File: config.mk
export PLATFORM = sky130hd
export DESIGN_NAME = micro_seq_flat
export DESIGN_NICKNAME = d
export VERILOG_FILES = /design/src/rtl/micro_seq_pkg.sv /design/src/rtl/micro_seq_if.sv /design/src/rtl/micro_seq_rom.sv /design/src/rtl/micro_seq.sv /design/src/flat_wrapper.sv
export SDC_FILE = /design/constraint.sdc
export NUM_CORES = 1
export LEC_CHECK = 0
export CORE_MARGIN = 3
export CORE_UTILIZATION = 36
export DETAILED_ROUTE_END_ITERATION = 8
export PLACE_DENSITY = 0.82
export REMOVE_ABC_BUFFERS = 1
export SETUP_SLACK_MARGIN = 0.1
export SLEW_MARGIN = 15
export SYNTH_ARGS = -nofsm -noshare
export SYNTH_HDL_FRONTEND = slang
export SYNTH_SLANG_ARGS = --single-unit
File: constraint.sdc
create_clock -name clk -period 2.1 [get_ports clk]
set_input_delay 0.42 -clock clk [delete_from_list [all_inputs] [get_ports clk]]
set_output_delay 0.42 -clock clk [all_outputs]
set_load 0.01 [all_outputs]
File: src/rtl/micro_seq_pkg.sv
// Shared definitions for the multicycle MIPS micro-sequencer and its datapath.
// Contents: micro-state addresses, next-address codes, opcode constants,
// datapath select encodings and the microcode word layout.
package micro_defs;

    // Micro-state addresses (uPC values).
    localparam int S_FETCH     = 0;
    localparam int S_DECODE    = 1;
    localparam int S_MEM_ADDR  = 2;
    localparam int S_LW_READ   = 3;
    localparam int S_LW_WB     = 4;
    localparam int S_SW_WRITE  = 5;
    localparam int S_R_EXEC    = 6;
    localparam int S_R_WB      = 7;
    localparam int S_BEQ       = 8;
    localparam int S_J         = 9;
    localparam int S_JAL       = 10;
    localparam int S_ADDI_EXEC = 11;
    localparam int S_ADDI_WB   = 12;

    // Opcodes, IR[31:26].
    localparam logic [5:0] OP_RTYPE = 6'b000000;
    localparam logic [5:0] OP_LW    = 6'b100011;
    localparam logic [5:0] OP_SW    = 6'b101011;
    localparam logic [5:0] OP_BEQ   = 6'b000100;
    localparam logic [5:0] OP_J     = 6'b000010;
    localparam logic [5:0] OP_JAL   = 6'b000011;
    localparam logic [5:0] OP_ADDI  = 6'b001000;

    typedef enum logic [1:0] {
        NA_FETCH = 2'd0,
        NA_DISP1 = 2'd1,
        NA_DISP2 = 2'd2,
        NA_SEQ   = 2'd3
    } next_e;

    typedef enum logic [1:0] {
        REG_DST_RT   = 2'd0,
        REG_DST_RD   = 2'd1,
        REG_DST_R31  = 2'd2,
        REG_DST_RSVD = 2'd3
    } reg_dst_e;

    typedef enum logic [1:0] {
        M2R_ALUOUT = 2'd0,
        M2R_MDR    = 2'd1,
        M2R_PC     = 2'd2
    } mem_to_reg_e;

    typedef enum logic [1:0] {
        SRCB_B      = 2'd0,
        SRCB_FOUR   = 2'd1,
        SRCB_IMM    = 2'd2,
        SRCB_IMM_SH = 2'd3
    } alu_src_b_e;

    typedef enum logic [1:0] {
        ALU_ADD   = 2'd0,
        ALU_SUB   = 2'd1,
        ALU_FUNCT = 2'd2
    } alu_op_e;

    typedef enum logic [1:0] {
        PCSRC_ALU    = 2'd0,
        PCSRC_ALUOUT = 2'd1,
        PCSRC_JUMP   = 2'd2
    } pc_src_e;

    // One microcode word. mem_state marks words that wait on mem_ready.
    typedef struct packed {
        logic        mem_state;
        logic        mem_read;
        logic        mem_write;
        logic        ir_write;
        logic        reg_write;
        logic        pc_write;
        logic        branch;
        logic        iord;
        reg_dst_e    reg_dst;
        mem_to_reg_e mem_to_reg;
        logic        alu_src_a;
        alu_src_b_e  alu_src_b;
        alu_op_e     alu_op;
        pc_src_e     pc_src;
        next_e       next;
    } ctrl_word_t;

endpackage

File: src/rtl/micro_seq_if.sv
// Control bus between the micro-sequencer (master) and the datapath (slave).
// Inputs to the sequencer: op, zero, mem_ready.
// Outputs from the sequencer: all control strobes/selects, upc, illegal_op.
interface micro_seq_if #(parameter int UPC_W = 4);
    logic [5:0]       op;
    logic             zero;
    logic             mem_ready;
    logic             pc_en;
    logic             iord;
    logic             mem_read;
    logic             mem_write;
    logic             ir_write;
    logic             reg_write;
    logic [1:0]       reg_dst;
    logic [1:0]       mem_to_reg;
    logic             alu_src_a;
    logic [1:0]       alu_src_b;
    logic [1:0]       alu_op;
    logic [1:0]       pc_src;
    logic [UPC_W-1:0] upc;
    logic             illegal_op;

    modport master (
        input  op, zero, mem_ready,
        output pc_en, iord, mem_read, mem_write, ir_write, reg_write,
               reg_dst, mem_to_reg, alu_src_a, alu_src_b, alu_op, pc_src,
               upc, illegal_op
    );

    modport slave (
        output op, zero, mem_ready,
        input  pc_en, iord, mem_read, mem_write, ir_write, reg_write,
               reg_dst, mem_to_reg, alu_src_a, alu_src_b, alu_op, pc_src,
               upc, illegal_op
    );
endinterface

File: src/rtl/micro_seq_rom.sv
// Microcode ROM: maps the current uPC to its control word and next-address
// code. Purely combinational.
// Ports: upc (in) current micro-PC; word (out) microcode word.
module micro_rom
    import micro_defs::*;
#(
    parameter int UPC_W = 4
) (
    input  logic [UPC_W-1:0] upc,
    output ctrl_word_t       word
);

    always_comb begin
        word = '0;
        word.next = NA_FETCH;
        case (upc)
            UPC_W'(S_FETCH): begin
                word.mem_state = 1'b1;
                word.mem_read  = 1'b1;
                word.ir_write  = 1'b1;
                word.pc_write  = 1'b1;
                word.alu_src_b = SRCB_FOUR;
                word.next      = NA_SEQ;
            end
            UPC_W'(S_DECODE): begin
                word.alu_src_b = SRCB_IMM_SH;
                word.next      = NA_DISP1;
            end
            UPC_W'(S_MEM_ADDR): begin
                word.alu_src_a = 1'b1;
                word.alu_src_b = SRCB_IMM;
                word.next      = NA_DISP2;
            end
            UPC_W'(S_LW_READ): begin
                word.mem_state = 1'b1;
                word.mem_read  = 1'b1;
                word.iord      = 1'b1;
                word.next      = NA_SEQ;
            end
            UPC_W'(S_LW_WB): begin
                word.reg_write  = 1'b1;
                word.reg_dst    = REG_DST_RT;
                word.mem_to_reg = M2R_MDR;
            end
            UPC_W'(S_SW_WRITE): begin
                word.mem_state = 1'b1;
                word.mem_write = 1'b1;
                word.iord      = 1'b1;
            end
            UPC_W'(S_R_EXEC): begin
                word.alu_src_a = 1'b1;
                word.alu_src_b = SRCB_B;
                word.alu_op    = ALU_FUNCT;
                word.next      = NA_SEQ;
            end
            UPC_W'(S_R_WB): begin
                word.reg_write  = 1'b1;
                word.reg_dst    = REG_DST_RD;
                word.mem_to_reg = M2R_ALUOUT;
            end
            UPC_W'(S_BEQ): begin
                word.alu_src_a = 1'b1;
                word.alu_src_b = SRCB_B;
                word.alu_op    = ALU_SUB;
                word.branch    = 1'b1;
                word.pc_src    = PCSRC_ALUOUT;
            end
            UPC_W'(S_J): begin
                word.pc_write = 1'b1;
                word.pc_src   = PCSRC_JUMP;
            end
            UPC_W'(S_JAL): begin
                // Link and jump together: r31 <= PC+4 while PC <= target.
                word.reg_write  = 1'b1;
                word.reg_dst    = REG_DST_R31;
                word.mem_to_reg = M2R_PC;
                word.pc_write   = 1'b1;
                word.pc_src     = PCSRC_JUMP;
            end
            UPC_W'(S_ADDI_EXEC): begin
                word.alu_src_a = 1'b1;
                word.alu_src_b = SRCB_IMM;
                word.next      = NA_SEQ;
            end
            UPC_W'(S_ADDI_WB): begin
                word.reg_write  = 1'b1;
                word.reg_dst    = REG_DST_RT;
                word.mem_to_reg = M2R_ALUOUT;
            end
            default: ;
        endcase
    end

endmodule

File: src/rtl/micro_seq.sv
// Microprogrammed control sequencer for the multicycle MIPS datapath.
// Ports: clk, rst (sync, active-high); bus (micro_seq_if.master) carrying
// op/zero/mem_ready in and all control strobes, selects, upc and
// illegal_op out. Outputs decode the current uPC (Moore form).
//
//  upc | meaning
//  ----+-------------------------------------------
//   0  | FETCH      read instr, IR<=mem, PC<=PC+4
//   1  | DECODE     branch target, dispatch on op
//   2  | MEM_ADDR   A+imm, dispatch LW/SW
//   3  | LW_READ    read data memory
//   4  | LW_WB      rt <= MDR
//   5  | SW_WRITE   write data memory
//   6  | R_EXEC     A funct B
//   7  | R_WB       rd <= ALUOut
//   8  | BEQ        compare, conditional PC load
//   9  | J          PC <= jump target
//  10  | JAL        r31 <= PC, PC <= jump target
//  11  | ADDI_EXEC  A+imm
//  12  | ADDI_WB    rt <= ALUOut
// 13-15| unused     return to FETCH
module micro_seq
    import micro_defs::*;
#(
    parameter int UPC_W      = 4,
    parameter int FETCH_ADDR = 0
) (
    input  logic          clk,
    input  logic          rst,
    micro_seq_if.master   bus
);

    logic [UPC_W-1:0] upc_q;
    logic [UPC_W-1:0] upc_n;
    logic [UPC_W-1:0] disp1_addr;
    logic [UPC_W-1:0] disp2_addr;
    logic             disp1_illegal;
    logic             illegal_q;
    logic             mem_go;
    ctrl_word_t       word;

    micro_rom #(.UPC_W(UPC_W)) u_rom (
        .upc  (upc_q),
        .word (word)
    );

    always_comb begin
        disp1_illegal = 1'b0;
        case (bus.op)
            OP_RTYPE:     disp1_addr = UPC_W'(S_R_EXEC);
            OP_LW, OP_SW: disp1_addr = UPC_W'(S_MEM_ADDR);
            OP_BEQ:       disp1_addr = UPC_W'(S_BEQ);
            OP_J:         disp1_addr = UPC_W'(S_J);
            OP_JAL:       disp1_addr = UPC_W'(S_JAL);
            OP_ADDI:      disp1_addr = UPC_W'(S_ADDI_EXEC);
            default: begin
                disp1_addr    = UPC_W'(FETCH_ADDR);
                disp1_illegal = 1'b1;
            end
        endcase
    end

    always_comb begin
        case (bus.op)
            OP_LW:   disp2_addr = UPC_W'(S_LW_READ);
            OP_SW:   disp2_addr = UPC_W'(S_SW_WRITE);
            default: disp2_addr = UPC_W'(FETCH_ADDR);
        endcase
    end

    // Non-memory words never wait, so mem_ready is irrelevant outside them.
    assign mem_go = ~word.mem_state | bus.mem_ready;

    always_comb begin
        case (word.next)
            NA_FETCH: upc_n = UPC_W'(FETCH_ADDR);
            NA_DISP1: upc_n = disp1_addr;
            NA_DISP2: upc_n = disp2_addr;
            default:  upc_n = upc_q + UPC_W'(1);
        endcase
        if (!mem_go) begin
            upc_n = upc_q;
        end
    end

    always_ff @(posedge clk) begin
        if (rst) begin
            upc_q     <= UPC_W'(FETCH_ADDR);
            illegal_q <= 1'b0;
        end else begin
            upc_q     <= upc_n;
            illegal_q <= (word.next == NA_DISP1) & disp1_illegal;
        end
    end

    // Strobes are blanked during reset; selects keep following the word.
    // ir_write/pc_write fire only on the completing cycle of a memory wait.
    assign bus.pc_en      = ~rst & ((word.pc_write & mem_go) | (word.branch & bus.zero));
    assign bus.mem_read   = ~rst & word.mem_read;
    assign bus.mem_write  = ~rst & word.mem_write;
    assign bus.ir_write   = ~rst & word.ir_write & mem_go;
    assign bus.reg_write  = ~rst & word.reg_write;
    assign bus.iord       = word.iord;
    assign bus.reg_dst    = word.reg_dst;
    assign bus.mem_to_reg = word.mem_to_reg;
    assign bus.alu_src_a  = word.alu_src_a;
    assign bus.alu_src_b  = word.alu_src_b;
    assign bus.alu_op     = word.alu_op;
    assign bus.pc_src     = word.pc_src;
    assign bus.upc        = upc_q;
    assign bus.illegal_op = illegal_q;

endmodule

File: src/flat_wrapper.sv
// flat-port wrapper written by rule: the top's interface ports become plain ports
module micro_seq_flat import micro_defs::*;
#(
    parameter int UPC_W      = 4,
    parameter int FETCH_ADDR = 0
)
  (clk, rst, bus_op, bus_zero, bus_mem_ready, bus_pc_en, bus_iord, bus_mem_read, bus_mem_write, bus_ir_write, bus_reg_write, bus_reg_dst, bus_mem_to_reg, bus_alu_src_a, bus_alu_src_b, bus_alu_op, bus_pc_src, bus_upc, bus_illegal_op);
  micro_seq_if #(.UPC_W(UPC_W)) bus_i ();
  input  logic clk;
  input  logic rst;
  input wire logic [$bits(bus_i.op)-1:0] bus_op;
  input wire logic [$bits(bus_i.zero)-1:0] bus_zero;
  input wire logic [$bits(bus_i.mem_ready)-1:0] bus_mem_ready;
  output wire logic [$bits(bus_i.pc_en)-1:0] bus_pc_en;
  output wire logic [$bits(bus_i.iord)-1:0] bus_iord;
  output wire logic [$bits(bus_i.mem_read)-1:0] bus_mem_read;
  output wire logic [$bits(bus_i.mem_write)-1:0] bus_mem_write;
  output wire logic [$bits(bus_i.ir_write)-1:0] bus_ir_write;
  output wire logic [$bits(bus_i.reg_write)-1:0] bus_reg_write;
  output wire logic [$bits(bus_i.reg_dst)-1:0] bus_reg_dst;
  output wire logic [$bits(bus_i.mem_to_reg)-1:0] bus_mem_to_reg;
  output wire logic [$bits(bus_i.alu_src_a)-1:0] bus_alu_src_a;
  output wire logic [$bits(bus_i.alu_src_b)-1:0] bus_alu_src_b;
  output wire logic [$bits(bus_i.alu_op)-1:0] bus_alu_op;
  output wire logic [$bits(bus_i.pc_src)-1:0] bus_pc_src;
  output wire logic [$bits(bus_i.upc)-1:0] bus_upc;
  output wire logic [$bits(bus_i.illegal_op)-1:0] bus_illegal_op;
  assign bus_i.op = bus_op;
  assign bus_i.zero = bus_zero;
  assign bus_i.mem_ready = bus_mem_ready;
  assign bus_pc_en = bus_i.pc_en;
  assign bus_iord = bus_i.iord;
  assign bus_mem_read = bus_i.mem_read;
  assign bus_mem_write = bus_i.mem_write;
  assign bus_ir_write = bus_i.ir_write;
  assign bus_reg_write = bus_i.reg_write;
  assign bus_reg_dst = bus_i.reg_dst;
  assign bus_mem_to_reg = bus_i.mem_to_reg;
  assign bus_alu_src_a = bus_i.alu_src_a;
  assign bus_alu_src_b = bus_i.alu_src_b;
  assign bus_alu_op = bus_i.alu_op;
  assign bus_pc_src = bus_i.pc_src;
  assign bus_upc = bus_i.upc;
  assign bus_illegal_op = bus_i.illegal_op;
  micro_seq #(.UPC_W(UPC_W), .FETCH_ADDR(FETCH_ADDR)) u_core (.clk(clk), .rst(rst), .bus(bus_i));
endmodule
==> results of run 1 <==
## power groups by stage
stage | clock [uW] | sequential (uW) | combinational (uW)
finish | 117 | 165 | 1090
global route | 126 | 167 | 1190
global placement | 0 | 153 | 1000
detailed placement | 0 | 157 | 1020
floorplan | 0 | 182 | 466
CTS | 118 | 157 | 1020
## stage by stage
step           utilization, %  setup slack [ns]  std cells
5_1_grt                  67.6           -0.0719        174
4_1_cts                  66.9            -0.141        174
6_report                 67.6           -0.0295        174
2_1_floorplan               -            0.0649         93
3_3_place_gp             64.5            -0.396        169
3_5_place_dp             64.5            -0.433        169
## final cells by class
type	count	area [sq um]	share of cell area [%]
clock buffer	4	26.3	2.20
inverter	4	15.0	1.26
multi-input combinational	84	588	49.3
sequential	5	106	8.92
tap	25	31.3	2.62
timing repair buffer	52	425	35.7
## synthesized netlist by cell type (3+ instances only)
library cell	number	area, sq um
a21oi_1	4	20.0
and2_1	4	25.0
clkbuf_1	3	11.3
dfxtp_1	5	100
ha_1	4	50.1
inv_1	4	15.0
nand2_1	9	33.8
nand2b_1	6	37.5
nor2_1	14	52.6
nor2b_1	5	31.3
nor3_1	6	30.0
nor4_1	5	31.3
o21ai_0	6	30.0
## what timing repair did
action | 4_1_cts | 5_1_grt
pin swaps | 2 | 2
hold buffers | 0 | 0
cloned | 0 | 0
gates resized for setup | 39 | 26
setup buffers | 1 | 0
setup endpoints to repair | 20 | 15
hold endpoints to repair | 0 | 0
## registers in the layout, indices dropped and copies added, names as in the netlist
register	count
u_core.bus.illegal_op	1
u_core.bus.upc	4
## cell families (layout without fill, tap and decap cells)
family                     after synthesis  after routing  synth area share [%]
and+or+nand+nor                         57             57                  45.6
AOI/OAI and AO/OA                       20             20                  20.5
buffers and inverters                   11             60                  8.18
DFF                                      5              5                  14.5
adders and majority gates                4              4                  7.27
xor gates and xnor gates                 3              3                  3.82
## worst min-delay path by stage
stage	start	end	slack [ns]	depth (start not counted)
after floorplan	rst	u_core.bus.upc[1]	0.49	1
after global placement	u_core.bus.upc[1]	u_core.bus.upc[1]	0.64	3
after detailed placement	u_core.bus.upc[1]	u_core.bus.upc[1]	0.67	3
after CTS	u_core.bus.upc[1]	u_core.bus.upc[1]	0.61	3
after global routing	u_core.bus.upc[1]	u_core.bus.upc[1]	0.64	3
final	u_core.bus.upc[1]	u_core.bus.upc[1]	0.62	3
## critical path: stages, from the launching register on
cell and delay, ns:
dfxtp_4 0.37, ha_2 0.19, nor3_1 0.06, or4_4 0.49, a22oi_2 0.13, nor3_1 0.06, buf_2 0.16
## routing by layer
metal  GRT usage [%]  vias up  part of all wire [%]  wire length [microns]
met4            7.83        0                   2.6                     62
met2            37.2       38                    51                   1200
met1            20.9      415                    41                    973
li1                -      455                     -                      -
met3            2.72        8                   5.4                    127
met5               0        -                     0                      0
==> results.yml, run 1 <==
power_and_ir_drop:
  netSwitchingFraction_pct: 45.6
  p_int_uw: 745
  power_density_mw_per_mm2: 1150
  pwr-share-clk_pct: 8.5
  pwr-share-seq_pct: 12.1
  power.total_uw: 1370
  power.switching_uw: 624
  p_leak_uw: 0.000536
  irDropWorstVdd_mv: 0.758
  combPwrFrac_pct: 79.4
die:
  floorplan.initialDensity_pct: 39.0
  die_x_microns: 49.7
  boundaryPins: 32
  die_height_microns: 49.7
  dieArea_sq_mm: 0.00247
  rows: 15
  coreArea_sq_mm: 0.00176
yosys:
  avgSynthCellArea_sq_um: 6.88
  synth_enable_flop_cells: 0
  synthArstFlopShare_pct: 0
  ys_types: 34
  synth_ff_type: "dfxtp_1"
  netlist_instances: 100
  ys_ff_latch: 5
  ys_seq_area_share_pct: 14.5
  syn-cell-area_sq_um: 688
  yosysWarnings: 0
setup_path:
  worst-path-max-fanout: 4
  r2r-start: "u_core.bus.upc[0]"
  critPathLaunch: "u_core.bus.upc[0]"
  r2r_slack_ns: 0.17
  crit_required_ns: 1.68
  critical_path.endpoint_type: "output port"
  worstRegToRegCells: 6
  path_class: "reg -> out"
  r2r_end: "u_core.bus.upc[0]"
  critPathLaunchType: "flop"
  worstPathArrival_ns: 1.71
  crit_path_end: "bus_pc_en"
cells_and_area:
  drive_above_1_share_pct: 36.2
  syn2layout_area_growth_pct: 73.3
  fill_cells: 163
  post-route-cell-area_sq_mm: 0.00119
  layout_commonest_cell: "buf_4"
  nets: 164
  antennaDiodeCount: 0
  mostFrequentLayoutCells: "19 x buf_4, 13 x nor2_1, 12 x clkdlybuf4s50_1, 9 x nand2_1, 7 x clkbuf_2"
clock_network:
  clock-root-buffer: "clkbuf_4"
  clk_path_buf_depth: 2
  worst_skew_pair.late_latency_ns: 0.25
  cts_sinks: 5
  cts_max_level: 1
  cts_buffers: 3
  cts_tree: "built"
  clkTransAtPathRegs_ns: 0.05
place:
  dpl-instance-area_sq_mm: 0.00114
  globalplace.congestion: 0.918
  dp_hpwl_microns: 1730
  io_buffers: 31
timing:
  finalClockSkew_ns: 0.00977
  setup_viol: 1
  fin_crit_sh_pct: 101
  slew_viol_final: 0
  hold_ws_ns: 0.617
  fin_ws_ns: -0.0295
  tightest_slew_ns: 0.563
  fmax_mhz: 470
  period_minus_slack_ns: 2.13
  slew_headroom_pct: 62.1
  fin_setup_tns_ns: -0.0295
  hold_violations: 0
  rsz0062_at_grt: "yes"
grt:
  grt_pass1_vias: 874
  overflow: 0
  grt_pass1_wl_microns: 3780
  grt_max_degree: 18
  grt.total_usage_pct: 19.5
  antenna_found_initial: 0
route:
  final_antenna_net_count: 0
  routedWlPerCell_microns: 13.6
  drtPass1Iterations: 4
  routed_wl_microns: 2370
  vias: 916
  via_per_inst: 5.26
  drt-initial-drc-count: 28
  drc_errors: 0
status:
  violations: "setup timing"
  run_status: "finished, violations left"
min_path:
  hold_class: "reg -> reg"
job:
  maxCapViolations: 0
Power figures use the tool's default switching activity.
==> run 2, diff against run 1 <==
==> constraint.sdc (replaced) <==
create_clock -name clk -period 1.7 [get_ports clk]
set_input_delay 0.34 -clock clk [delete_from_list [all_inputs] [get_ports clk]]
set_output_delay 0.34 -clock clk [all_outputs]
set_load 0.01 [all_outputs]
==> run 2 against run 1 <==
The flow still finishes with violations (setup timing); worst setup slack got worse by 0.33 ns; clock power rose by 15%; sequential share of layout area fell by 1.6 points; combinational power rose by 63%; count of clock-buffer cells in the layout did not move; sequential power rose by 40%; register-to-register slack got worse by 0.52 ns; first-iteration DRC count rose by 29%; critical path depth rose by 1; critical path type unchanged; critical endpoint unchanged; highest routed layer unchanged.
==> results.yml, run 2 (same netlist as run 1, synthesis figures left out) <==
timing:
  fin_crit_sh_pct: 121
  hold_violations: 0
  tightest_slew_ns: 0.629
  fin_ws_ns: -0.360
  fin_setup_tns_ns: -1.93
  finalClockSkew_ns: 0.00365
  setup_viol: 14
  fmax_mhz: 485
  period_minus_slack_ns: 2.06
  slew_headroom_pct: 57.7
  hold_ws_ns: 0.665
  rsz0062_at_grt: "yes"
  slew_viol_final: 0
die:
  coreArea_sq_mm: 0.00176
  floorplan.initialDensity_pct: 39.0
  die_height_microns: 49.7
  rows: 15
  boundaryPins: 32
  dieArea_sq_mm: 0.00247
  die_x_microns: 49.7
clock_network:
  worst_skew_pair.late_latency_ns: 0.24
  clkTransAtPathRegs_ns: 0.04
  cts_max_level: 1
  clk_path_buf_depth: 2
  cts_sinks: 5
  hold_buffers: 0
  cts_buffers: 3
  cts_tree: "built"
  clock-root-buffer: "clkbuf_4"
setup_path:
  path_class: "reg -> out"
  critPathLaunchType: "flop"
  worst-path-max-fanout: 3
  crit_required_ns: 1.36
  critical_path.endpoint_type: "output port"
  worstPathArrival_ns: 1.72
status:
  violations: "setup timing"
  run_status: "finished, violations left"
cells_and_area:
  final_cells: 193
  register_area_sq_um: 109
  syn2layout_area_growth_pct: 117
  layout_commonest_cell: "buf_4"
  multiInputGateArea_sq_um: 724
  post-route-cell-area_sq_mm: 0.00150
  mostFrequentLayoutCells: "30 x buf_4, 13 x buf_6, 10 x buf_2, 9 x nor2_1, 9 x clkdlybuf4s50_1"
  fill_cells: 102
  nets: 183
  antennaDiodeCount: 0
  largest_reg_flops: 4
  drive_above_1_share_pct: 60.7
route:
  drt-initial-drc-count: 36
  drtPass1Iterations: 4
  routedWlPerCell_microns: 17.6
  routed_wl_microns: 3390
  drc_errors: 0
  via_per_inst: 5.51
  vias: 1064
  final_antenna_net_count: 0
place:
  dp_hpwl_microns: 1900
  dpl-instance-area_sq_mm: 0.00121
  globalplace.congestion: 0.902
  io_buffers: 31
  place_inst: 178
power_and_ir_drop:
  power.total_uw: 2140
  power_density_mw_per_mm2: 1430
  irDropWorstVdd_mv: 1.17
  p_leak_uw: 0.000690
job:
  maxCapViolations: 0
grt:
  grt_max_degree: 12
  antenna_found_initial: 0
  overflow: 0
  grt_pass1_vias: 1074
  grt.total_usage_pct: 25.4
  grt_pass1_wl_microns: 4880
min_path:
  hold_class: "in -> reg"
[run 2: changes by cell type in the layout (fill, tap and decap cells not counted), sizes merged]
cell | previous run | this run
clkdlybuf4s15 | 3 | 0
dlygate4sd2 | 5 | 4
clkbuf | 11 | 8
clkdlybuf4s50 | 12 | 9
buf | 23 | 53
dlygate4sd1 | 1 | 0
[run 2: through the flow]
| step | worst slack (ns) | util, % |
|---|---|---|
| floorplan | -0.326 | - |
| global placement | -0.640 | 68.4 |
| detailed placement | -0.666 | 68.4 |
| CTS | -0.410 | 78.9 |
| global route | -0.417 | 84.8 |
| finish | -0.360 | 84.8 |
[run 2: cell type report]
class,count,area share [%]
repair buffers,71,38.7
inverters,4,1.67
multi-input cells,84,48.5
flip-flops and latches,5,7.28
well taps,25,2.09
clock buffers,4,1.76
[run 2: path summary, 6_finish.rpt]
check,start,endpoint,slack (ns),cells after the start
max,u_core.bus.upc[1],bus_pc_en,-0.36,7
min,rst,u_core.bus.upc[1],0.67,2
max reg2reg,u_core.bus.upc[0],u_core.bus.upc[2],-0.35,7
min reg2reg,u_core.bus.upc[3],u_core.bus.upc[2],0.73,3
[run 2: routing by layer]
metal	vias to the layer above	wire length [microns]	track usage, %
li1	490	-	-
met1	508	1380	29.6
met2	56	1720	43.8
met3	10	191	3.32
met4	0	104	14.7
met5	-	0	0
[run 2: critical path, cell delays in order, from the launching register on]
cell and delay [ns]:
dfxtp_4 0.36, inv_6 0.08, ha_4 0.14, nor3_2 0.05, or4_4 0.49, a22oi_2 0.15
nor3_2 0.05, buf_2 0.15
[run 2: repair_timing]
item                       4_1_cts  5_1_grt
pin swaps                       10        7
buffers inserted                 5        6
gates resized for setup        101       38
setup endpoints to repair       25       23
[run 2: report_power, final]
group          switching (uW)  total, uW  leakage [uW]  internal (uW)
sequential               62.9        231     0.0000426            168
clock                    46.2        135     0.0000150           88.6
combinational             897       1780      0.000632            878
